## src/rtl/frontend_output_arbiter.sv

```systemverilog
// Merges N_BLOCKS event streams and the time tag stream into one registered output word.
// Tags win outright; events are served round-robin, and stall holds tags off while events drain.
module frontend_output_arbiter #(
  parameter int DATA_BITS  = 128,
  parameter int N_BLOCKS   = 4,
  parameter int STALL_MAX  = 1023,
  parameter int COUNT_BITS = 16
) (
  input  logic                            clk,
  input  logic                            rst,
  input  logic [N_BLOCKS*DATA_BITS-1:0]   ev_data,
  input  logic [N_BLOCKS-1:0]             ev_valid,
  output logic [N_BLOCKS-1:0]             ev_ready,
  input  logic [DATA_BITS-1:0]            tt_data,
  input  logic                            tt_valid,
  output logic                            tt_ready,
  output logic                            stall,
  output logic [DATA_BITS-1:0]            out_data,
  output logic                            out_valid,
  input  logic                            out_ready,
  output logic [COUNT_BITS-1:0]           ev_count_last
);

  localparam int PTR_W = $clog2(N_BLOCKS);
  localparam int SC_W  = $clog2(STALL_MAX + 1);
  localparam logic [SC_W-1:0]       SC_MAX  = SC_W'(STALL_MAX);
  localparam logic [COUNT_BITS-1:0] CNT_SAT = '1;
  localparam logic [PTR_W-1:0]      PTR_LAST = PTR_W'(N_BLOCKS - 1);

  logic                   load;
  logic                   ev_acc;
  logic                   any_ev;
  logic                   tt_hold;
  logic [PTR_W-1:0]       ptr;
  logic [PTR_W-1:0]       grant_idx;
  logic [PTR_W-1:0]       ptr_nxt;
  logic [N_BLOCKS-1:0]    grant;
  logic [SC_W-1:0]        stall_cnt;
  logic [COUNT_BITS-1:0]  ev_count;
  logic [DATA_BITS-1:0]   ev_sel;

  function automatic logic [PTR_W-1:0] rr_idx(input logic [PTR_W-1:0] base, input int offs);
    int s;
    s = int'(base) + offs;
    if (s >= N_BLOCKS) s = s - N_BLOCKS;
    return PTR_W'(s);
  endfunction

  // First valid block at or after ptr, wrapping modulo N_BLOCKS
  always_comb begin
    grant     = '0;
    grant_idx = '0;
    any_ev    = 1'b0;
    for (int k = 0; k < N_BLOCKS; k++) begin
      if (!any_ev && ev_valid[rr_idx(ptr, k)]) begin
        any_ev                 = 1'b1;
        grant_idx              = rr_idx(ptr, k);
        grant[rr_idx(ptr, k)]  = 1'b1;
      end
    end
  end

  always_comb begin
    ev_sel = '0;
    for (int i = 0; i < N_BLOCKS; i++) begin
      if (grant[i]) ev_sel = ev_data[i*DATA_BITS +: DATA_BITS];
    end
  end

  assign ptr_nxt  = (grant_idx == PTR_LAST) ? '0 : grant_idx + PTR_W'(1);
  assign load     = ~out_valid | out_ready;
  assign tt_ready = load & tt_valid;
  assign ev_ready = (load & ~tt_valid) ? grant : '0;
  assign ev_acc   = |ev_ready;

  // stall never looks at tt_valid, which breaks the loop through the tag counter
  assign stall = ~tt_hold & (|ev_valid) & (stall_cnt != SC_MAX);

  always_ff @(posedge clk) begin
    if (rst) begin
      out_valid     <= 1'b0;
      out_data      <= '0;
      ptr           <= '0;
      stall_cnt     <= '0;
      tt_hold       <= 1'b0;
      ev_count      <= '0;
      ev_count_last <= '0;
    end else begin
      if (tt_ready) begin
        out_data      <= tt_data;
        out_valid     <= 1'b1;
        ev_count_last <= ev_count;
        ev_count      <= '0;
      end else if (ev_acc) begin
        out_data  <= ev_sel;
        out_valid <= 1'b1;
        ptr       <= ptr_nxt;
        if (ev_count != CNT_SAT) ev_count <= ev_count + COUNT_BITS'(1);
      end else if (load) begin
        out_valid <= 1'b0;
      end

      if (stall) stall_cnt <= stall_cnt + SC_W'(1);
      else       stall_cnt <= '0;

      // A tag already released by the counter must not be stalled again
      if (tt_valid & ~tt_ready)     tt_hold <= 1'b1;
      else if (tt_valid & tt_ready) tt_hold <= 1'b0;
    end
  end

endmodule

```

## config.mk

```make
export PLATFORM = sky130hd
export DESIGN_NAME = frontend_output_arbiter
export DESIGN_NICKNAME = d
export VERILOG_FILES = /design/src/rtl/frontend_output_arbiter.sv
export SDC_FILE = /design/constraint.sdc
export NUM_CORES = 1
export LEC_CHECK = 0
export ABC_AREA = 1
export CAP_MARGIN = 5
export CORE_AREA = 2 2 314 316
export CTS_BUF_LIST = sky130_fd_sc_hd__clkbuf_8
export DETAILED_ROUTE_END_ITERATION = 12
export DIE_AREA = 0 0 316 318
export GPL_ROUTABILITY_DRIVEN = 0
export HOLD_SLACK_MARGIN = 0.08
export PLACE_DENSITY = 0.38
export SLEW_MARGIN = 5
export SYNTH_ARGS = -nofsm -noshare
export SYNTH_HDL_FRONTEND = slang
export SYNTH_SLANG_ARGS = --single-unit
```

## constraint.sdc

```tcl
create_clock -name clk -period 5.3 [get_ports clk]
set_input_delay 0.53 -clock clk [delete_from_list [all_inputs] [get_ports clk]]
set_output_delay 0.53 -clock clk [all_outputs]
set_load 0.02 [all_outputs]
```

==> impl_metrics.env, run 1 <==
export IMPL_cts_setup_buffers=0
export IMPL_r2r_end="out_data[46]"
export IMPL_worstMarginPinSlew_ns=1.01
export IMPL_worst_hold_slack_ns=0.340
export IMPL_cts_max_path_buffers=2
export IMPL_cap_violations=0
export IMPL_min_path_cells=2
export IMPL_ys_seq_area_share_pct=26.4
export IMPL_synth_seq_cells=174
export IMPL_grt_pass1_vias=17774
export IMPL_synth_top_area_cell="dfxtp_1"
export IMPL_path_class="flop to primary output"
export IMPL_ios=799
export IMPL_fp_coreArea_sq_um=97400
export IMPL_cp_top_family="buffers and inverters"
export IMPL_die_x_microns=316
export IMPL_start_util_pct=13.5
export IMPL_slew_headroom_pct=33.0
export IMPL_fin_crit_sh_pct=77.7
export IMPL_critical_path_required_ns=4.77
export IMPL_cp_arrival_ns=3.59
export IMPL_final_setup_viol_count=0
export IMPL_cts_resized=0
export IMPL_final_cell_mix="nand2_1, clkdlybuf4s50_1, a21oi_1"
export IMPL_htree_levels=4
export IMPL_syn_cell_area_sq_um=13200
export IMPL_grt_max_degree=151
export IMPL_cp_start_kind="flop"
export IMPL_leakagePower_uw=0.00976
export IMPL_drtIter0Drc=893
export IMPL_drv_slew=0
export IMPL_synth_top_flop_cell="dfxtp_1"
export IMPL_cp_depth=11
export IMPL_ys_warn_count=0
export IMPL_syn_nets=3014
export IMPL_hold_class="primary input to flop"
export IMPL_grt_usage_pct=18.2
export IMPL_synth_top_area_share_pct=26.4
export IMPL_overflow=0
export IMPL_clkSlewWorstSetupHoldPaths_ns=0.13
export IMPL_skew_ns=0.0276
export IMPL_hold_viol_final=0
export IMPL_worstSkewPairLatency_ns=0.60
export IMPL_drive_gt1_share_pct=6.03
export IMPL_worst_setup_path_end_kind="primary output"
export IMPL_crit_path_cell_trace="inv_2 > ha_1 > inv_1 > nand2_1 > nand2_1 > nor2_2 > nand4_1 > nand3_4 > nand2_1 > inv_1 > clkdlybuf4s50_1"
export IMPL_rows=115
export IMPL_die_h_microns=318
export IMPL_syn_inst=2357
export IMPL_cts_inserted_buffers=17
export IMPL_rrSetupSlack_ns=1.56
export IMPL_slowest_stage="clkdlybuf4s50_1"
export IMPL_first_pass_iters=5
export IMPL_cts_root_buf="clkbuf_8"
export IMPL_status="completed"
export IMPL_crit_path_max_incr_delay_ns=0.65
export IMPL_viasPerCell=4.06
export IMPL_cpMostUsedCell="nand2_1"
export IMPL_vdd_drop_max_v=0.000474
export IMPL_crit_end="ev_ready[2]"
export IMPL_cts_tree="built"
export IMPL_synth_edff_count=0
export IMPL_drc=0
export IMPL_final_common_cell="nand2_1"
export IMPL_grt_antenna_before_repair=47
export IMPL_routed_via_count=17716
export IMPL_crit_fanout=19
export IMPL_finalSetupTns_ns=0
export IMPL_postSynth_asyncResetShare_pct=0
export IMPL_cts_hold_buffers=0
export IMPL_clock_sinks=174
export IMPL_synth_cell_types=33
export IMPL_wl_mm=95.2
export IMPL_area_growth_pct=73.4
export IMPL_rsz0062_at_grt="no"
export IMPL_hpwlAfterDp_mm=74.3
export IMPL_synthTopCellsByArea="dfxtp_1, nand2_1, a21oi_1, nor2_1, nand3_1"
export IMPL_max_freq_mhz=243
export IMPL_port_buffers=798
export IMPL_rr_worst_depth=16
export IMPL_synth_area_per_cell_sq_um=5.60
export IMPL_fillers=11221
export IMPL_finalCriticalPeriod_ns=4.12
export IMPL_wire_per_inst_microns=21.8
export IMPL_cp_num_buf_inv=4
export IMPL_dieArea_sq_um=100000
export IMPL_num_nets_final=3694
export IMPL_final_antenna_net_count=0
export IMPL_grt_pass1_wl_mm=130
export IMPL_powerDensity_nw_per_um2=592
flip-flops by register name, summed over array words and instances, names as in the netlist, named ones only:
| signal | cells |
|---|---|
| out_data | 128 |
| ev_count | 16 |
| ev_count_last | 16 |
| stall_cnt | 10 |
| out_valid | 1 |
| ptr | 1 |
| tt_hold | 1 |
metal layers:
layer	track usage [%]	vias up	wire length, microns
met5	0	-	127
met4	7.86	20	2300
met3	5.52	95	7350
met2	31.4	660	47400
met1	20.5	8105	38100
li1	-	8836	-
cells in the mapped netlist, types with 25 or more instances:
master,number
inv_1,133
nor2_1,297
a21oi_1,321
nand2_1,833
dfxtp_1,174
nand3_1,129
or2_2,98
clkbuf_1,83
o21ai_1,30
mux2i_1,25
buf_2,60
o21ai_0,79
layout make-up:
class	instances	area, sq um	share of cell area [%]
Timing Repair Buffer	829	8290	36.3
Inverter	138	529	2.31
Clock buffer	18	248	1.08
Sequential cell	174	3480	15.2
Multi-Input combinational cell	1877	8500	37.2
Tap cell	1287	1610	7.04
Clock inverter	14	146	0.640
Antenna cell	26	65.1	0.284
power breakdown:
group          leakage (uW)  internal, uW  switching [uW]  total, uW
combinational       0.00812          3450            6950      10400
sequential          0.00144          1780             278       2060
clock              0.000203           401             700       1100
stage by stage:
step           utilization, %  total power, uW  worst slack (ns)  area (sq um)  instances
5_1_grt                  23.5            14800             0.877         22900       4358
3_3_place_gp             23.0            12800              1.48         22400       4305
2_1_floorplan               -             8060              2.71         13200       2357
6_report                 23.5            13600              1.18         22900       4363
3_5_place_dp             23.0            12700              1.46         22400       4305
4_1_cts                  23.4            13900              1.05         22800       4337
cell families (layout without fill, tap and decap cells):
| logic type | Yosys count | after routing | synth area share (%) |
|---|---|---|---|
| other cells | 0 | 26 | 0 |
| mux | 25 | 25 | 1.90 |
| buf+inv | 306 | 999 | 9.70 |
| compound gates | 436 | 436 | 16.7 |
| xor+xnor | 19 | 19 | 1.26 |
| fa+ha+maj | 9 | 9 | 0.854 |
| flops | 174 | 174 | 26.4 |
| simple gates | 1388 | 1388 | 43.2 |
how the worst min path moves through the flow:
stage                      start       endpoint  slack, ns
floorplan           stall_cnt[0]   stall_cnt[0]       0.42
global placement    stall_cnt[0]   stall_cnt[0]       0.43
detailed placement  stall_cnt[0]   stall_cnt[0]       0.44
CTS                          rst  out_data[121]       0.26
global route                 rst  out_data[112]       0.29
finish                       rst  out_data[121]       0.34
(Power assumes the default switching activity.)
==> run 2: changes to the inputs <==
- CORE_AREA: 2 2 314 316 -> 2 2 308 310
- DIE_AREA: 0 0 316 318 -> 0 0 310 312
- PLACE_DENSITY: 0.38 -> 0.39
- clock period: 5.3 -> 4.25 ns (I/O delays scaled with it)
==> run 2 against run 1 <==
Effect of this change: flip-flop and latch count unchanged; sequential power increased by 25%; die area decreased by 3.7%; critical endpoint is now ev_ready[0].
==> impl_metrics.env, run 2 (synthesized netlist as in run 1, its figures left out) <==
export IMPL_htree_levels=4
export IMPL_hpwlAfterDp_mm=75.0
export IMPL_leakagePower_uw=0.00983
export IMPL_top_regs="out_data: 128 flops, ev_count: 16 flops, ev_count_last: 16 flops"
export IMPL_slew_headroom_pct=44.3
export IMPL_path_class="flop to primary output"
export IMPL_clock_sinks=174
export IMPL_drtIter0Drc=1029
export IMPL_switching_share_pct=58.2
export IMPL_slowest_stage="clkdlybuf4s50_1"
export IMPL_cap_violations=0
export IMPL_largest_register="out_data"
export IMPL_grt_max_degree=112
export IMPL_start_util_pct=14.2
export IMPL_wl_mm=94.8
export IMPL_finalCriticalPeriod_ns=3.88
export IMPL_layoutNonFillerInstCount=4338
export IMPL_dieArea_sq_um=96700
export IMPL_p_sw_uw=9810
export IMPL_status="completed"
export IMPL_viasPerCell=4.10
export IMPL_cp_start_kind="flop"
export IMPL_cts_setup_buffers=0
export IMPL_hold_viol_final=0
export IMPL_worstMarginPinSlew_ns=0.835
export IMPL_final_common_cell="nand2_1"
export IMPL_hold_class="primary input to flop"
export IMPL_grt_pass1_wl_mm=130
export IMPL_grt_use_met3_pct=6.14
export IMPL_crit_path_max_incr_delay_ns=0.61
export IMPL_rows=112
export IMPL_clkSlewWorstSetupHoldPaths_ns=0.13
export IMPL_drc=0
export IMPL_area_growth_pct=74.3
export IMPL_first_pass_iters=5
export IMPL_power_frac_seq_pct=15.2
export IMPL_die_x_microns=310
export IMPL_largest_reg_flops=128
export IMPL_cts_resized=0
export IMPL_worst_setup_path_end_kind="primary output"
export IMPL_cts_tree="built"
export IMPL_vdd_drop_max_v=0.000623
export IMPL_skew_ns=0.0451
export IMPL_p_int_uw=7040
export IMPL_final_setup_viol_count=0
export IMPL_placed_cells=4281
export IMPL_grt_usage_pct=18.9
export IMPL_final_cell_mix="nand2_1, clkdlybuf4s50_1, a21oi_1"
export IMPL_cp_arrival_ns=3.45
export IMPL_met2_usage_pct=32.9
export IMPL_final_core_util_pct=24.7
export IMPL_combinationalPowerShare_pct=76.8
export IMPL_p_clk_share_pct=8.0
export IMPL_overflow=0
export IMPL_finalSetupTns_ns=0
export IMPL_worst_hold_slack_ns=0.281
export IMPL_powerDensity_nw_per_um2=733
export IMPL_crit_path_cell_trace="inv_2 > ha_1 > inv_1 > nand2_1 > nand2_1 > nor2_2 > nand4_1 > nand3_4 > nand2_1 > inv_1 > clkdlybuf4s50_1"
export IMPL_routed_via_count=17786
export IMPL_grt_antenna_before_repair=54
export IMPL_grtUsageMet1_pct=20.7
export IMPL_die_h_microns=312
export IMPL_cpMostUsedCell="nand2_1"
export IMPL_port_buffers=798
export IMPL_cts_max_path_buffers=2
export IMPL_worstSkewPairLatency_ns=0.59
export IMPL_drive_gt1_share_pct=6.34
export IMPL_critical_path_required_ns=3.83
export IMPL_fp_coreArea_sq_um=93000
export IMPL_final_antenna_net_count=0
export IMPL_rsz0062_at_grt="no"
export IMPL_max_freq_mhz=258
export IMPL_fin_crit_sh_pct=91.3
export IMPL_wire_per_inst_microns=21.9
export IMPL_ios=799
export IMPL_drv_slew=0
export IMPL_grt_pass1_vias=17841
export IMPL_cts_inserted_buffers=17
export IMPL_num_nets_final=3703
export IMPL_top_usage_layer="met2"
export IMPL_cts_root_buf="clkbuf_8"
export IMPL_crit_fanout=11
export IMPL_cts_hold_buffers=0
==> run 2: critical path: cells and delay by family (launching register included) <==
kind / cells / cell delay (ns)
buffers and inverters: 4 / 0.99
flip-flops: 1 / 0.56
adder cells (fa/ha/maj): 1 / 0.40
AND/OR/NAND/NOR: 6 / 0.93
==> run 2: routing by layer <==
metal | routed length [microns] | part of all wire (%)
met5 | 224 | 0.24
met1 | 37100 | 39
met3 | 7590 | 8.0
met4 | 3350 | 3.5
met2 | 46500 | 49
==> run 2: final timing paths <==
path | endpoint | cells past startpoint | startpoint | slack [ns]
min | out_data[21] | 2 | rst | 0.28
max | ev_ready[0] | 11 | flop | 0.37
min reg2reg | stall_cnt[0] | 1 | stall_cnt[0] | 0.46
max reg2reg | out_data[86] | 15 | flop | 0.60
==> run 2: metrics by stage <==
stage | area, sq um | setup WS, ns | total power (uW)
floorplan | 13200 | 1.66 | 10100
global placement | 22500 | 0.656 | 15800
detailed placement | 22500 | 0.630 | 15800
CTS | 22900 | 0.268 | 17300
global route | 23000 | 0.0307 | 18500
finish | 23000 | 0.371 | 16900
==> run 2: final cells by class <==
| cell class | instances | area [sq um] |
|---|---|---|
| fillers | 10867 | 70100 |
| multi-input cells | 1877 | 8500 |
| repair buffers | 838 | 8420 |
| flip-flops and latches | 174 | 3480 |
| well taps | 1254 | 1570 |
| inverters | 138 | 528 |
| clock buffers | 17 | 234 |
| clock inverters | 15 | 196 |
| diodes | 25 | 62.6 |
==> run 2: power by group through the flow <==
stage	sequential, uW	clock (uW)	combinational, uW
final	2570	1350	12900
after global routing	2640	1500	14300
after CTS	2570	1460	13200
after detailed placement	2600	0	13200
after global placement	2620	0	13200
after floorplan	3210	0	6840
